[config.mk]
export PLATFORM = sky130hd
export DESIGN_NAME = stage_if_prefetch_flat
export DESIGN_NICKNAME = d
export VERILOG_FILES = /design/src/rtl/stage_if_prefetch_pkg.sv /design/src/rtl/stage_if_prefetch_if.sv /design/src/rtl/stage_if_prefetch_queue.sv /design/src/rtl/stage_if_prefetch.sv /design/src/flat_wrapper.sv
export SDC_FILE = /design/constraint.sdc
export NUM_CORES = 1
export LEC_CHECK = 0
export CAP_MARGIN = 20
export CORE_MARGIN = 5
export CORE_UTILIZATION = 54
export CTS_CLUSTER_DIAMETER = 100
export DETAILED_ROUTE_END_ITERATION = 8
export PLACE_DENSITY = 0.89
export SYNTH_ARGS = -nofsm -noshare
export SYNTH_HDL_FRONTEND = slang
export SYNTH_SLANG_ARGS = --single-unit
[constraint.sdc]
create_clock -name clk_i -period 5.3 [get_ports clk_i]
set_clock_uncertainty 0.15 [all_clocks]
set_input_delay 1.06 -clock clk_i [delete_from_list [all_inputs] [get_ports clk_i]]
set_output_delay 1.06 -clock clk_i [all_outputs]
set_load 0.01 [all_outputs]
[src/rtl/stage_if_prefetch_pkg.sv]
// Shared types for the instruction fetch stage with prefetch queue.
// Entry struct, fetch FSM states and the canonical NOP word.
package if_pkg;

  localparam int XLEN = 32;
  localparam logic [XLEN-1:0] NOP = 32'h0000_0013;

  typedef enum logic [1:0] {
    IDLE,
    BUSY,
    DISCARD,
    HALT
  } fetch_state_e;

  typedef struct packed {
    logic [XLEN-1:0] pc;
    logic [XLEN-1:0] instr;
    logic            fault;
  } q_entry_t;

  function automatic logic [XLEN-1:0] align_pc(
    input logic [XLEN-1:0] a
  );
    return a & ~32'h3;
  endfunction

endpackage

[src/rtl/stage_if_prefetch_if.sv]
// Instruction-side Wishbone classic bus between fetch stage and memory.
// master = fetch stage, slave = memory / interconnect.
interface stage_if_prefetch_if;

  logic [31:0] wbm_addr_o;
  logic [31:0] wbm_dat_o;
  logic [3:0]  wbm_sel_o;
  logic        wbm_cyc_o;
  logic        wbm_stb_o;
  logic        wbm_we_o;
  logic [31:0] wbm_dat_i;
  logic        wbm_ack_i;
  logic        wbm_err_i;

  modport master (
    output wbm_addr_o, wbm_dat_o, wbm_sel_o,
    output wbm_cyc_o, wbm_stb_o, wbm_we_o,
    input  wbm_dat_i, wbm_ack_i, wbm_err_i
  );

  modport slave (
    input  wbm_addr_o, wbm_dat_o, wbm_sel_o,
    input  wbm_cyc_o, wbm_stb_o, wbm_we_o,
    output wbm_dat_i, wbm_ack_i, wbm_err_i
  );

endinterface

[src/rtl/stage_if_prefetch_queue.sv]
// Synchronous FIFO for prefetched entries with flush.
// Push while full is accepted only together with a pop.
module if_queue #(
  parameter int  DEPTH = 4,
  parameter type T     = logic
) (
  input  logic                     clk_i,
  input  logic                     rst_i,
  input  logic                     flush_i,
  input  logic                     push_i,
  input  T                         data_i,
  input  logic                     pop_i,
  output T                         data_o,
  output logic [$clog2(DEPTH):0]   count_o,
  output logic                     empty_o,
  output logic                     full_o
);

  localparam int AW = $clog2(DEPTH);
  localparam int CW = AW + 1;

  T                r_mem [DEPTH];
  logic [AW-1:0]   r_wptr;
  logic [AW-1:0]   r_rptr;
  logic [CW-1:0]   r_count;
  logic            w_push;
  logic            w_pop;

  assign empty_o = (r_count == '0);
  assign full_o  = (r_count == CW'(DEPTH));
  assign count_o = r_count;
  assign data_o  = r_mem[r_rptr];

  assign w_pop  = pop_i && !empty_o;
  assign w_push = push_i && (!full_o || w_pop);

  always_ff @(posedge clk_i) begin
    if (rst_i || flush_i) begin
      r_wptr  <= '0;
      r_rptr  <= '0;
      r_count <= '0;
    end else begin
      if (w_push) r_wptr <= r_wptr + 1'b1;
      if (w_pop)  r_rptr <= r_rptr + 1'b1;
      r_count <= r_count + CW'(w_push) - CW'(w_pop);
    end
  end

  always_ff @(posedge clk_i) begin
    if (w_push) r_mem[r_wptr] <= data_i;
  end

endmodule

[src/rtl/stage_if_prefetch.sv]
// Fetch stage: Wishbone prefetcher feeding decode via a small queue.
// Define IF_ACCESS_FAULT_EN to turn bus errors into faulting entries.
module stage_if_prefetch
  import if_pkg::*;
#(
  parameter logic [31:0] RESET_ADDR  = 32'h0,
  parameter int          QUEUE_DEPTH = 4
) (
  input  logic        clk_i,
  input  logic        rst_i,
  input  logic        redirect_i,
  input  logic [31:0] redirect_addr_i,
  input  logic        instr_ready_i,
  output logic        instr_valid_o,
  output logic [31:0] instruction_o,
  output logic [31:0] pc_o,
  output logic        fault_o,
  stage_if_prefetch_if.master wb
);

  localparam int CW = $clog2(QUEUE_DEPTH) + 1;
  localparam int NW = CW + 1;

  fetch_state_e   r_state;
  logic           r_cyc;
  logic [31:0]    r_fpc;
  logic [31:0]    r_adr;

  q_entry_t       w_entry;
  q_entry_t       w_head;
  logic [CW-1:0]  w_count;
  logic [NW-1:0]  w_next_cnt;
  logic           w_empty;
  logic           w_full;
  logic           w_push;
  logic           w_pop;
  logic           w_slot;
  logic [31:0]    w_redir_pc;

  assign wb.wbm_addr_o = r_adr;
  assign wb.wbm_dat_o  = '0;
  assign wb.wbm_sel_o  = 4'hF;
  assign wb.wbm_we_o   = 1'b0;
  assign wb.wbm_cyc_o  = r_cyc;
  assign wb.wbm_stb_o  = r_cyc;

  assign w_redir_pc = align_pc(redirect_addr_i);
  assign w_pop      = !w_empty && instr_ready_i;

  always_comb begin
    w_push         = 1'b0;
    w_entry.pc     = r_fpc;
    w_entry.instr  = wb.wbm_dat_i;
    w_entry.fault  = 1'b0;
    if (r_state == BUSY && !redirect_i) begin
      if (wb.wbm_ack_i) begin
        w_push = 1'b1;
      end
`ifdef IF_ACCESS_FAULT_EN
      else if (wb.wbm_err_i) begin
        w_push        = 1'b1;
        w_entry.instr = NOP;
        w_entry.fault = 1'b1;
      end
`endif
    end
  end

  // room check includes this cycle's push/pop so a response always fits
  assign w_next_cnt = {1'b0, w_count} + NW'(w_push) - NW'(w_pop);
  assign w_slot     = w_next_cnt < NW'(QUEUE_DEPTH);

  if_queue #(
    .DEPTH (QUEUE_DEPTH),
    .T     (q_entry_t)
  ) u_queue (
    .clk_i   (clk_i),
    .rst_i   (rst_i),
    .flush_i (redirect_i),
    .push_i  (w_push && (!w_full || w_pop)),
    .data_i  (w_entry),
    .pop_i   (w_pop),
    .data_o  (w_head),
    .count_o (w_count),
    .empty_o (w_empty),
    .full_o  (w_full)
  );

  assign instr_valid_o = !w_empty;
  assign instruction_o = w_empty ? NOP : w_head.instr;
  assign pc_o          = w_empty ? '0 : w_head.pc;

`ifdef IF_ACCESS_FAULT_EN
  assign fault_o = !w_empty && w_head.fault;
`else
  logic w_unused_fault;
  assign w_unused_fault = w_head.fault;
  assign fault_o        = 1'b0;
`endif

  always_ff @(posedge clk_i) begin
    if (rst_i) begin
      r_state <= IDLE;
      r_cyc   <= 1'b0;
      r_fpc   <= RESET_ADDR;
      r_adr   <= RESET_ADDR;
    end else begin
      unique case (r_state)
        IDLE: begin
          if (redirect_i) begin
            r_fpc <= w_redir_pc;
          end else if (w_slot) begin
            r_cyc   <= 1'b1;
            r_adr   <= r_fpc;
            r_state <= BUSY;
          end
        end
        BUSY: begin
          if (redirect_i) begin
            r_fpc <= w_redir_pc;
            if (wb.wbm_ack_i || wb.wbm_err_i) begin
              r_cyc   <= 1'b0;
              r_state <= IDLE;
            end else begin
              r_state <= DISCARD;
            end
          end else if (wb.wbm_ack_i) begin
            r_fpc <= r_fpc + 32'd4;
            if (w_slot) begin
              r_adr <= r_fpc + 32'd4;
            end else begin
              r_cyc   <= 1'b0;
              r_state <= IDLE;
            end
          end else if (wb.wbm_err_i) begin
            r_cyc <= 1'b0;
`ifdef IF_ACCESS_FAULT_EN
            r_state <= HALT;
`else
            r_state <= IDLE;
`endif
          end
        end
        DISCARD: begin
          if (redirect_i) r_fpc <= w_redir_pc;
          if (wb.wbm_ack_i || wb.wbm_err_i) begin
            r_cyc   <= 1'b0;
            r_state <= IDLE;
          end
        end
`ifdef IF_ACCESS_FAULT_EN
        HALT: begin
          if (redirect_i) begin
            r_fpc   <= w_redir_pc;
            r_state <= IDLE;
          end
        end
`endif
        default: begin
          r_cyc   <= 1'b0;
          r_state <= IDLE;
        end
      endcase
    end
  end

endmodule
[src/flat_wrapper.sv]
// flat-port wrapper written by rule: the top's interface ports become plain ports
module stage_if_prefetch_flat import if_pkg::*;
#(
  parameter logic [31:0] RESET_ADDR  = 32'h0,
  parameter int          QUEUE_DEPTH = 4
)
  (clk_i, rst_i, redirect_i, redirect_addr_i, instr_ready_i, instr_valid_o, instruction_o, pc_o, fault_o, wb_wbm_addr_o, wb_wbm_dat_o, wb_wbm_sel_o, wb_wbm_cyc_o, wb_wbm_stb_o, wb_wbm_we_o, wb_wbm_dat_i, wb_wbm_ack_i, wb_wbm_err_i);
  stage_if_prefetch_if wb_i ();
  input  logic clk_i;
  input  logic rst_i;
  input  logic redirect_i;
  input  logic [31:0] redirect_addr_i;
  input  logic instr_ready_i;
  output logic instr_valid_o;
  output logic [31:0] instruction_o;
  output logic [31:0] pc_o;
  output logic fault_o;
  output wire logic [$bits(wb_i.wbm_addr_o)-1:0] wb_wbm_addr_o;
  output wire logic [$bits(wb_i.wbm_dat_o)-1:0] wb_wbm_dat_o;
  output wire logic [$bits(wb_i.wbm_sel_o)-1:0] wb_wbm_sel_o;
  output wire logic [$bits(wb_i.wbm_cyc_o)-1:0] wb_wbm_cyc_o;
  output wire logic [$bits(wb_i.wbm_stb_o)-1:0] wb_wbm_stb_o;
  output wire logic [$bits(wb_i.wbm_we_o)-1:0] wb_wbm_we_o;
  input wire logic [$bits(wb_i.wbm_dat_i)-1:0] wb_wbm_dat_i;
  input wire logic [$bits(wb_i.wbm_ack_i)-1:0] wb_wbm_ack_i;
  input wire logic [$bits(wb_i.wbm_err_i)-1:0] wb_wbm_err_i;
  assign wb_wbm_addr_o = wb_i.wbm_addr_o;
  assign wb_wbm_dat_o = wb_i.wbm_dat_o;
  assign wb_wbm_sel_o = wb_i.wbm_sel_o;
  assign wb_wbm_cyc_o = wb_i.wbm_cyc_o;
  assign wb_wbm_stb_o = wb_i.wbm_stb_o;
  assign wb_wbm_we_o = wb_i.wbm_we_o;
  assign wb_i.wbm_dat_i = wb_wbm_dat_i;
  assign wb_i.wbm_ack_i = wb_wbm_ack_i;
  assign wb_i.wbm_err_i = wb_wbm_err_i;
  stage_if_prefetch #(.RESET_ADDR(RESET_ADDR), .QUEUE_DEPTH(QUEUE_DEPTH)) u_core (.clk_i(clk_i), .rst_i(rst_i), .redirect_i(redirect_i), .redirect_addr_i(redirect_addr_i), .instr_ready_i(instr_ready_i), .instr_valid_o(instr_valid_o), .instruction_o(instruction_o), .pc_o(pc_o), .fault_o(fault_o), .wb(wb_i));
endmodule
# Word level (Yosys, flattened, before mapping)
# Memory sizes are Yosys's and may differ from the RTL's. A register that Yosys moved wholly into a read port is not among the register bits.
# Cells that the tools add are included.
word_totals:
  regBits: 74
  latchBits: 0
  mem_count: 1
  mem_bits_ro: 0
  mem_bits_rw: 256
mem_list:
  columns: ["memory", "depth", "width", "rd", "rd_clocked_by_memory_dff", "wr", "line", "rtl"]
  rows:
  - ["u_core.u_queue.r_mem", 4, 64, 1, 1, 1, "stage_if_prefetch_queue.sv:22", "T r_mem [DEPTH];"]
op_classes:
  multipliers: 0
  div: 0
  reduce_logical: 21
  shifts: 0
  n_mux: 35
  n_eq_ne: 13
  addsub: 7
  order_cmp: 1
  bitwise_logic: 0
ops:
  columns: ["op", "count"]
  rows:
  - ["$mux 32", 10]
  - ["$pmux 32 s2", 2]
  - ["$add 32x3->32 const B", 1]
  - ["$mux 2", 10]
  - ["$mux 1", 11]
  - ["$ne 2x1->1 const B", 4]
  - ["$ne 4x4->1 const B", 2]
  - ["$ne 2x2->1 const B", 3]
  - ["$pmux 2 s3", 1]
  - ["$reduce_and 6->1", 1]
  - ["$logic_and 1x1->1", 5]
  - ["$reduce_and 5->1", 1]
  - ["$add 2x1->2 const B", 2]
  - ["$add 3x1->4", 1]
  - ["$logic_or 1x1->1", 4]
  - ["$lt 4x3->1 const B", 1]
  - ["$reduce_and 4->1", 1]
  - ["$reduce_bool 2->1", 2]
  - ["$sub 4x1->4", 1]
  - ["$add 3x1->3", 1]
  - ["$eq 3x3->1 const B", 1]
  - ["$logic_not 1->1", 3]
  - ["$logic_not 3->1", 1]
  - ["$ne 3x3->1 const B", 1]
  - ["other kinds (7)", 7]

# Depth between registers and ports, before layout
# Gate-level depths: netlist (run 1).
logic_depth:
  word_depth: 10
  depth_mapped: 14

# By module
# From an unflattened synthesis (run 1), not the netlist that was laid out.
unflattened:
  cells_unflattened: 986
  hier_area_um2: 14283.7
by_module_without_submodules:
  columns: ["mod", "area_each_um2", "instances", "cells_each"]
  rows:
  - ["if_queue", 9838.2, 1, 389]
  - ["stage_if_prefetch", 4445.5, 1, 597]

# Worst setup path after synthesis (run 1)
# OpenSTA, ideal clock, no wires.
synth_path:
  kind: "input-to-reg"
  start: "input redirect_i"
  end: "memory u_core.u_queue.r_mem[0][0] (netlist bit) (enable)"
  slack_ps: 1061
  cell_stages: 5
  n_path_buf: 2
  arrival_time_ps: 3663
  cell_sequence: "clkbuf_1 > nand2b_1 > clkbuf_1 > nor3_1 > and2_1"
synth_between:
  elab_chain_cells: 7
synth_rtl:
  columns: ["item", "line", "rtl"]
  rows:
  - ["start: declaration", "flat_wrapper.sv:11", "input logic redirect_i;"]
  - ["$logic_not 1->1", "stage_if_prefetch.sv:55", "if (r_state == BUSY && !redirect_i) begin"]
  - ["$logic_and 1x1->1", "stage_if_prefetch.sv:55", null]
  - ["$mux 1", "stage_if_prefetch.sv:55", null]
  - ["$logic_and 1x1->1", "stage_if_prefetch.sv:80", ".push_i (w_push && (!w_full || w_pop)),"]
  - ["$logic_and 1x1->1", "stage_if_prefetch_queue.sv:35", "assign w_push = push_i && (!full_o || w_pop);"]
  - ["$mux 1", "stage_if_prefetch_queue.sv:50", "if (w_push) r_mem[r_wptr] <= data_i;"]
  - ["$mux 1 (not written as such)", "stage_if_prefetch_queue.sv:50", null]
  - ["end: declaration", "stage_if_prefetch_queue.sv:22", null]
# Every way passes these cells.

# Worst setup path after layout (run 1)
layout_path:
  start: "input wb_wbm_ack_i"
  end: "register u_core.r_adr[20] (netlist: u_core.wb.wbm_addr_o[20])"
layout_between:
  elab_chain_cells: 7
  elab_cells_between_ends: 9
layout_rtl:
  columns: ["item", "line", "rtl"]
  rows:
  - ["start: declaration", "flat_wrapper.sv:25", "input wire logic [$bits(wb_i.wbm_ack_i)-1:0] wb_wbm_ack_i;"]
  - ["$mux 1", "stage_if_prefetch.sv:56", "if (wb.wbm_ack_i) begin"]
  - ["$mux 1", "stage_if_prefetch.sv:55", null]
  - ["$add 3x1->4", "stage_if_prefetch.sv:70", "assign w_next_cnt = {1'b0, w_count} + NW'(w_push) - NW'(w_pop);"]
  - ["$sub 4x1->4", "stage_if_prefetch.sv:70", null]
  - ["$lt 4x3->1", "stage_if_prefetch.sv:71", "assign w_slot = w_next_cnt < NW'(QUEUE_DEPTH);"]
  - ["$ne 2x1->1 (no line)", null, null]
  - ["$reduce_and 6->1 (no line) *", null, null]
  - ["end signal: assignment", "stage_if_prefetch.sv:114", "r_adr <= r_fpc;"]
  - ["end signal: assignment", "stage_if_prefetch.sv:130", "r_adr <= r_fpc + 32'd4;"]
  - ["end: declaration", "stage_if_prefetch.sv:27", "logic [31:0] r_adr;"]
# Mark *: on every way between the ends. The rest lies on a longest branch, timed or not.
# A chain may end at the register's enable or synchronous reset.

==> results of run 1 <==
-- kinds of logic after synthesis --
logic type | Yosys count
flip-flops | 320
AND/OR/NAND/NOR | 283
buffers and inverters | 120
other | 2
multiplexers | 65
AO/OA/AOI/OAI | 134
XOR/XNOR | 30
adder cells (fa/ha/maj) | 11
-- power by group --
group	leakage, nW	internal [W]	switching (W)
Sequential	2.85	0.00277	0.0000843
Combinational	2.10	0.000222	0.000228
Clock	0.524	0.00134	0.000951
Total	5.47	0.00433	0.00126
-- layer usage --
| metal | up-vias | wire [microns] | GRT usage [%] | share of wire, % |
|---|---|---|---|---|
| li1 | 3903 | - | - | - |
| met1 | 4306 | 12960 | 31.06 | 41 |
| met2 | 452 | 15100 | 34.58 | 48 |
| met3 | 48 | 2794 | 3.693 | 8.9 |
| met4 | 0 | 537 | 4.410 | 1.7 |
| met5 | - | 0 | 0 | 0 |
-- flip-flops by register name, indices dropped and copies added (netlist names), named ones only --
| register | count |
|---|---|
| u_core.wb.wbm_cyc_o | 1 |
| u_core.u_queue.r_mem | 248 |
| u_core.u_queue.count_o | 3 |
| u_core.u_queue.r_wptr | 2 |
| u_core.r_fpc | 30 |
| u_core.r_state | 2 |
| u_core.u_queue.r_rptr | 2 |
| u_core.wb.wbm_addr_o | 30 |
-- worst max-delay path, stage by stage --
cell and delay [ns]:
clkdlybuf4s50_1 0.49, and2_1 0.23, o21ai_1 0.17, nor2_1 0.06
buf_4 0.14, inv_1 0.15, ha_1 0.18, inv_1 0.04
ha_1 0.25, and3b_1 0.17, or4_4 0.51, a2111oi_4 0.32
buf_4 0.53, nor2_1 0.09, a311oi_1 0.29
-- worst min path at each step --
stage                                        start                           to  slack [ns]  depth (start not counted)
final                     u_core.wb.wbm_addr_o[10]     u_core.wb.wbm_addr_o[10]        0.36                          2
after global routing       u_core.wb.wbm_addr_o[7]      u_core.wb.wbm_addr_o[7]        0.38                          2
after CTS                 u_core.wb.wbm_addr_o[15]     u_core.wb.wbm_addr_o[15]        0.36                          2
after detailed placement  u_core.wb.wbm_addr_o[10]     u_core.wb.wbm_addr_o[10]        0.35                          2
after global placement    u_core.wb.wbm_addr_o[18]     u_core.wb.wbm_addr_o[18]        0.34                          2
after floorplan                    u_core.r_fpc[4]  u_core.u_queue.r_mem[0][36]        0.30                          0
-- Yosys cell counts (4+ instances only) --
cell        n
inv_1      16
and4_1      5
nor3_1     14
xor2_1     16
a311oi_1    8
a211oi_1   30
and2_1     74
nand2_1    44
nor2_1     71
ha_1       10
nor2b_1     4
nor4_1      5
nand4_1    17
a32oi_1     4
clkbuf_1   44
edfxtp_1  248
or3_1       9
a31oi_1     6
buf_4      43
and3_1      4
xnor2_1    14
a21oi_1    20
a32o_1      4
nand3_1    19
buf_2      14
o21ai_0    24
mux4_2     62
or2_2       5
dfxtp_1    72
-- stage by stage --
stage	hold WS [ns]	instances	util, %	instance area [sq um]
2_1_floorplan	0.3048	1005	-	13970
3_3_place_gp	0.3354	1411	61.95	15600
3_5_place_dp	0.3460	1411	61.95	15600
4_1_cts	0.3565	1472	66.28	16690
5_1_grt	0.3772	1472	66.28	16690
6_report	0.3576	1472	66.28	16690
-- cell type report --
class	count	area [sq um]	area share, %
Inverter	16	60.06	0.3598
Multi-Input combinational cell	565	4458	26.71
Sequential cell	320	8894	53.29
Tap cell	330	412.9	2.474
Clock buffer	42	912.1	5.465
Timing Repair Buffer	180	1777	10.65
Clock inverter	19	176.4	1.057
-- cells in the final DEF, fill, tap and decap left out, types with 6 or more instances in the layout --
cell type / n
a311oi_1: 8
nand2_1: 44
mux4_2: 62
clkbuf_1: 6
edfxtp_1: 248
a21oi_1: 20
and2_1: 70
clkdlybuf4s50_1: 161
nand4_1: 17
dfxtp_1: 70
clkinv_1: 6
clkbuf_16: 35
or3_1: 9
a211oi_1: 30
a31oi_1: 6
ha_1: 10
o21ai_0: 24
xnor2_1: 14
buf_4: 16
nor2_1: 71
xor2_1: 16
conb_1: 42
nor3_1: 14
inv_1: 16
nand3_1: 19
==> impl.org, run 1 <==
** Clocking
- Clock latency on the worst-skew pair, taken at its later pin, is 0.52 ns.
- The H-tree generated during clock tree synthesis spans 2 levels.
- TritonCTS built the clock tree.
- After clock tree synthesis, the repair step resized 0 gates.
- Post-CTS Repair Setup Buffers :: 0
- In this run, CTS created clock tree buffers numbering 34.
- The clock net in this run drives a total of 320 sinks.
- The number of hold buffers added after CTS was 0.
- In this run the deepest clock path goes through 3 buffers.
- The tree is rooted in a clkbuf_16.
- After clock tree synthesis, the clock-pin slew on the worst setup and hold paths is 0.06 ns.

** Critical path
- Type of the setup path with the least slack :: in -> reg
- The worst setup path is captured at a flop.
- CP Data Required Time :: 5.56 ns
- The worst register-to-register path has a setup slack of around 1.3 ns.
- Of all nets on the critical path, the largest fanout is 60.
- The startpoint identified for the worst register-to-register timing path is u_core.r_state[1].
- Worst Reg-to-Reg Cells :: 14
- Data arrives at the worst endpoint at 4.70 ns.
- Crit Reg-Reg Endpoint :: u_core.wb.wbm_addr_o[20]
- Critical path startpoint category :: input pin
- Setup crit end :: u_core.wb.wbm_addr_o[20]
- First element of the critical path :: wb_wbm_ack_i

** Detailed routing
- The routed layout has around 8700 vias.
- Detailed-route DRC error count :: 0
- Number of design-rule violations left by the first detailed-router iteration :: approximately 1100
- Final ANT Viol Nets :: 0
- Sum of routed wire length over all layers :: ~31000 microns
- First-pass DRT Iterations :: 5
- Dividing the detail-routed wire length by the instance count gives 21.32 microns.
- In the routed layout, each cell is associated on average with a via count of roughly 6.

** Timing
- Headroom to the max-slew limit came out at 24.53%.
- Final hold violations :: 0
- The max-slew violation count is 0.
- At the pin with the least slew margin, the transition time is approximately 1.1 ns.
- RSZ-0062 raised after global routing :: no
- Summed negative setup slack over all endpoints :: 0 ns
- Time the worst path needs with I/O delays and setup :: about 4.4 ns
- Setup violations remaining at the end of the flow were counted as 0.
- Dividing the final minimum period by the clock period gives 83.72%.
- Based on the critical path, the design can be clocked at up to between 0.2 and 0.25 GHz.
- Across all setup checks in the final design, the least slack found is 0.8627 ns.

** Die
- The floorplan step set the die height to 170.0 microns.
- Die Span X :: 170.0 microns
- Floorplan row count :: between 50 and 60
- I/O pin count :: around 210
- Core box area :: 25180 sq um
- The floorplan step defined a die boundary enclosing about 29000 sq um.
- For this configuration, the core starts out at a cell density of between 50 and 60%.

** Status
- Result of the run :: complete, no violations

** Run
- Max-cap violations in this run came to 0.

** Yosys
- After synthesis, the largest family of logic cells by area is simple AND/OR/NAND/NOR gates.
- After Yosys synthesis, full adders, half adders and majority gates account for 1.050% of the synthesized area.
- Synth Area in Compound Gates :: approximately 7%
- Number of flip-flops and latches in the synthesized netlist :: 320
- Post-synthesis share of cell area spent on xor and xnor gates :: 1.901%
- The cell area that synthesis handed to floorplanning was ~14000 sq um.
- The Yosys step of the flow raised 0 warnings.
- The top cell type by area accounts for between 50% and 60% of the synthesized area.
- After synthesis, the mean cell area works out to 14.32 sq um.
- The biggest area contributor in the post-synthesis netlist is edfxtp_1.
- Mapped Cells :: roughly 970
- Cells taking the most area after synthesis :: edfxtp_1 (54%), dfxtp_1 (10%), mux4_2 (10%)
- Measured against the total synthesized area, the mux share comes to between 10% and 20%.
- For this run, the register share of the synthesized area comes to 64.31%.
- Of all flip-flops after synthesis, the portion carrying an async set or reset was 0%.
- Post-synth EDFFs :: 248
- The netlist uses 67 different library cells.
- The most used flip-flop cell after synthesis is edfxtp_1.
- The synthesized netlist devotes a little over a tenth of its cell area to simple gates.

** Power and ir drop
- The completed layout was analyzed and its total power is roughly 0.0056 W.
- Power spread over the standard cell area amounts to roughly 330 nW/um^2.
- Static leakage :: about 5.5 nW
- Across the VDD grid, the largest voltage drop is approximately 0.26 mV.

** Worst hold path
- Kind of path behind the tightest hold check :: reg -> reg

** Finish
- The post-route netlist has a little over an eighth of its cells at a drive strength greater than 1.
- Layout Nets :: 1198
- Count of filler cells inserted in the layout :: about 1800
- Synth-to-Final Area Change :: 20.75%
- Diodes inserted :: 0

** Global routing
- The initial antenna violation count came to 0.
- For this run the aggregate overflow at the end of global routing stands at 0.
- Pin count of the biggest net entering global routing :: 63
- Wire length of the first global-routing pass :: between 40000 and 50000 microns
- Number of global-route vias before repair :: around 8600
- Overall track demand over capacity in global routing :: 21.36%

** Placement
- Half-perimeter wire length after placement :: 19910 microns
- Routability-driven placement finished with a final weighted congestion of about 0.89.
- Worst-case setup slack after placement :: approximately 0.36 ns
- Input and output buffers added on the ports amount to roughly 160.
Note: power is estimated with default switching activity, not from simulation.
==> run 2: changes to the inputs <==
Clock period 5.3 ns to 4.1 ns, I/O delays scaled along.
==> run 2 against run 1 <==
Effect of this change: non-clock buffer count increased by 14; combinational power increased by 34%; critical path depth decreased by 11; largest power group unchanged; clock-buffer cell count increased by 6; total power increased by 28%; hold slack got worse by 0.0083 ns; via count increased by 0.44%; sequential cell count unchanged; critical path type is now reg -> out; clock power increased by 24%.
==> impl.org, run 2 (synthesis results as in run 1) <==
** Timing
- Peak clock frequency supported by timing :: 0.2752 GHz
- Subtracting the final worst setup slack from the clock period gives between 3 and 4 ns.
- Final hold violations :: 0 (unchanged)
- The slew at the pin with the worst max-slew slack came to 0.9112 ns (-0.2208 ns).
- The least setup slack across all paths after layout was 0.4657 ns (-0.3970 ns).
- Setup violation total in the final timing report :: 0 (unchanged)
- Setup repair after global routing left no endpoint under its margin.
- Max-slew headroom at the worst pin :: 38.78% (+14 points)
- Summed negative setup slack over all endpoints :: 0 ns (unchanged)
- The max-slew violation count is 0 (unchanged).
- Post-route fraction of the period consumed by the critical path :: roughly nine tenths

** Clocking
- Clock Pin Slew Worst Setup and Hold Paths :: 0.06 ns (about the same)
- TritonCTS built the clock tree.
- Clock latency at the later pin of the worst-skew pair :: 0.55 ns (+0.03 ns)
- The number of buffers inserted by post-CTS setup repair was 0 (unchanged).
- CTS root buf :: clkbuf_16
- The number of buffers inserted for hold repair after clock tree synthesis came to 0 (unchanged).
- Post-CTS Resized :: 0 (unchanged)
- The CTS sink count was 320 (unchanged).
- Htree depth :: 1 (-1)
- Clock buffer depth :: 3 (unchanged)
- The number of buffers created by CTS is 31 (-8.8%).

** Critical path
- Reg-to-reg slack, setup :: 0.62 ns (-0.70 ns)
- The worst endpoint data arrival time is 2.66 ns (-2.04 ns).
- CP Data Required Time :: 3.13 ns (-2.43 ns)
- The worst register-to-register path ends at u_core.wb.wbm_addr_o[3].
- STA classifies the critical path startpoint as a flop.
- Maximum fanout count along the critical path :: 28 (-53%)
- The worst setup path is of the reg -> out kind.
- Origin of the critical flop-to-flop path :: u_core.r_state[1]
- Critical Path Sink Type :: primary output
- Worst Reg-to-Reg Cells :: 13 (-1)

** Worst hold path
- Hold Path Origin :: u_core.wb.wbm_addr_o[12]
- The path with the worst hold slack has its endpoint at u_core.wb.wbm_addr_o[12].
- The tightest min-delay check is of the reg -> reg type.
- Hold-critical path depth :: 2 (unchanged)

** Die
- The die extent in x was 170.0 microns (unchanged).
- The starting density of the core is 54.89% (unchanged).
- The floorplan row count is 58 (unchanged).
- I/O pin count :: 207 (unchanged)
- Full die area :: 28900 sq um (unchanged)
- The area of the core is 25180 sq um (unchanged).
- The die height came to 170.0 microns (unchanged).

** Detailed routing
- Final ANT Viol Nets :: 0 (unchanged)
- Met3 Wirelength :: 2640 microns (-5.5%)
- The first-iteration detailed-routing DRC count came to 1075 (+1.0%).
- The via density per instance was 5.898 (-0.31%).
- Vias after detailed routing :: 8747 (+0.44%)
- Routed wire per std cell :: 21.66 microns (+1.6%)
- The routed length on met1 came to 12940 microns (-0.11%).
- Sum of routed wire length over all layers :: 32120 microns (+2.3%)
- Detailed-route DRC error count :: 0 (unchanged)
- Wire length on met2 :: 15870 microns (+5.1%)
- The detailed router used layers up to and including met4.
- First-pass DRT Iterations :: 5 (unchanged)

** Placement
- The half-perimeter wire length of the detailed placement result was 20520 microns (+3.1%).
- Count of input and output buffers :: 162 (unchanged)
- Worst-case setup slack after placement :: -0.03665 ns (-0.3958 ns)
- The final weighted congestion in routability-driven placement is 0.8806 (-1.3%).
- The total placed cells including tap cells is 1425 (+0.99%).

** Global routing
- The via count of the first global-routing pass came to 8897 (+3.6%).
- The overall fraction of global-route tracks in use came to 22.07% (+0.71 points).
- The largest net degree at the start of global routing came to 62 (-1.6%).
- The wire length of the first global-routing pass came to 50300 microns (+3.7%).
- Antenna violations before repair :: 0 (unchanged)
- Overall overflow remaining after global route :: 0 (unchanged)

** Finish
- Non-filler instance count after layout :: 1483 (+0.75%)
- Commonest cells after routing, fill and taps aside :: edfxtp_1 (248), clkdlybuf4s50_1 (161), nor2_1 (71)
- Diodes inserted :: 0 (unchanged)
- Core utilization of the finished layout :: 66.75% (+0.48 points)
- From synthesis to final layout, the design area changed by 21.62%.
- Fraction of final layout cells sized beyond drive strength 1 :: 14.05% (+1.0 points)
- Register containing the most flip-flops in the final layout :: u_core.u_queue.r_mem
- Most common cell after layout, fill and taps aside :: edfxtp_1
- The layout net count was 1209 (+0.92%).
- The number of flip-flops in the largest register is 248 (unchanged).

** Power and ir drop
- P per Cell Area :: 424.4 nW/um^2 (+27%)
- The highest ir drop seen on vdd was 0.3650 mV (+40%).
- The leakage power figure came to 5.547 nW (+1.4%).

** Run
- The count of max-cap constraint violations came to 0 (unchanged).

** Status
- The flow ran to the end, and the final reports show no timing, DRC or antenna violations.
==> run 2: cell types whose count changed in the layout (fill, tap and decap cells not counted), sizes merged <==
| cell | before | now |
|---|---|---|
| clkinvlp | 2 | 0 |
| clkinv | 13 | 6 |
| clkbuf | 42 | 48 |
| buf | 19 | 33 |
==> run 2: routing by layer <==
metal | vias to the layer above | global-route usage [%]
met5 | - | 0
met4 | 0 | 5.278
met3 | 59 | 3.740
met2 | 426 | 36.82
met1 | 4335 | 30.80
li1 | 3927 | -
==> run 2: metrics by stage <==
stage | cell area, sq um | hold slack (ns) | total power [W]
6_report | 16810 | 0.3493 | 0.007134
5_1_grt | 16810 | 0.3780 | 0.007406
2_1_floorplan | 13970 | 0.3048 | 0.004055
4_1_cts | 16810 | 0.3491 | 0.007183
3_3_place_gp | 15770 | 0.3345 | 0.004322
3_5_place_dp | 15770 | 0.3407 | 0.004342
==> run 2: worst max path at each step <==
stage               cells after the start                          to              start
detailed placement                     14    u_core.wb.wbm_addr_o[20]       wb_wbm_ack_i
global placement                       14    u_core.wb.wbm_addr_o[20]       wb_wbm_ack_i
global route                           13    u_core.wb.wbm_addr_o[18]  u_core.r_state[1]
floorplan                               5  u_core.u_queue.r_mem[1][0]         redirect_i
CTS                                     4            instruction_o[4]               flop
finish                                  4            instruction_o[4]               flop
==> run 2: where the power goes <==
group	total [W]	internal, W	leakage, nW	switching (W)
registers	0.00369	0.00358	2.85	0.000106
clock network	0.00285	0.00169	0.515	0.00116
logic	0.000604	0.000299	2.18	0.000305
==> run 2: layout make-up <==
type                       count  area, sq um
fill                        1734         8372
sequential                   320         8894
tap                          330        412.9
clock buffer                  48        932.1
timing repair buffer         194         1944
clock inverter                10        108.9
multi-input combinational    565         4458
inverter                      16        60.06
==> run 2: worst max-delay path: stages, from the launching register on <==
cell             delay, ns
dfxtp_4               0.51
buf_12                0.29
mux4_2                0.52
or2_2                 0.28
clkdlybuf4s50_1       0.51
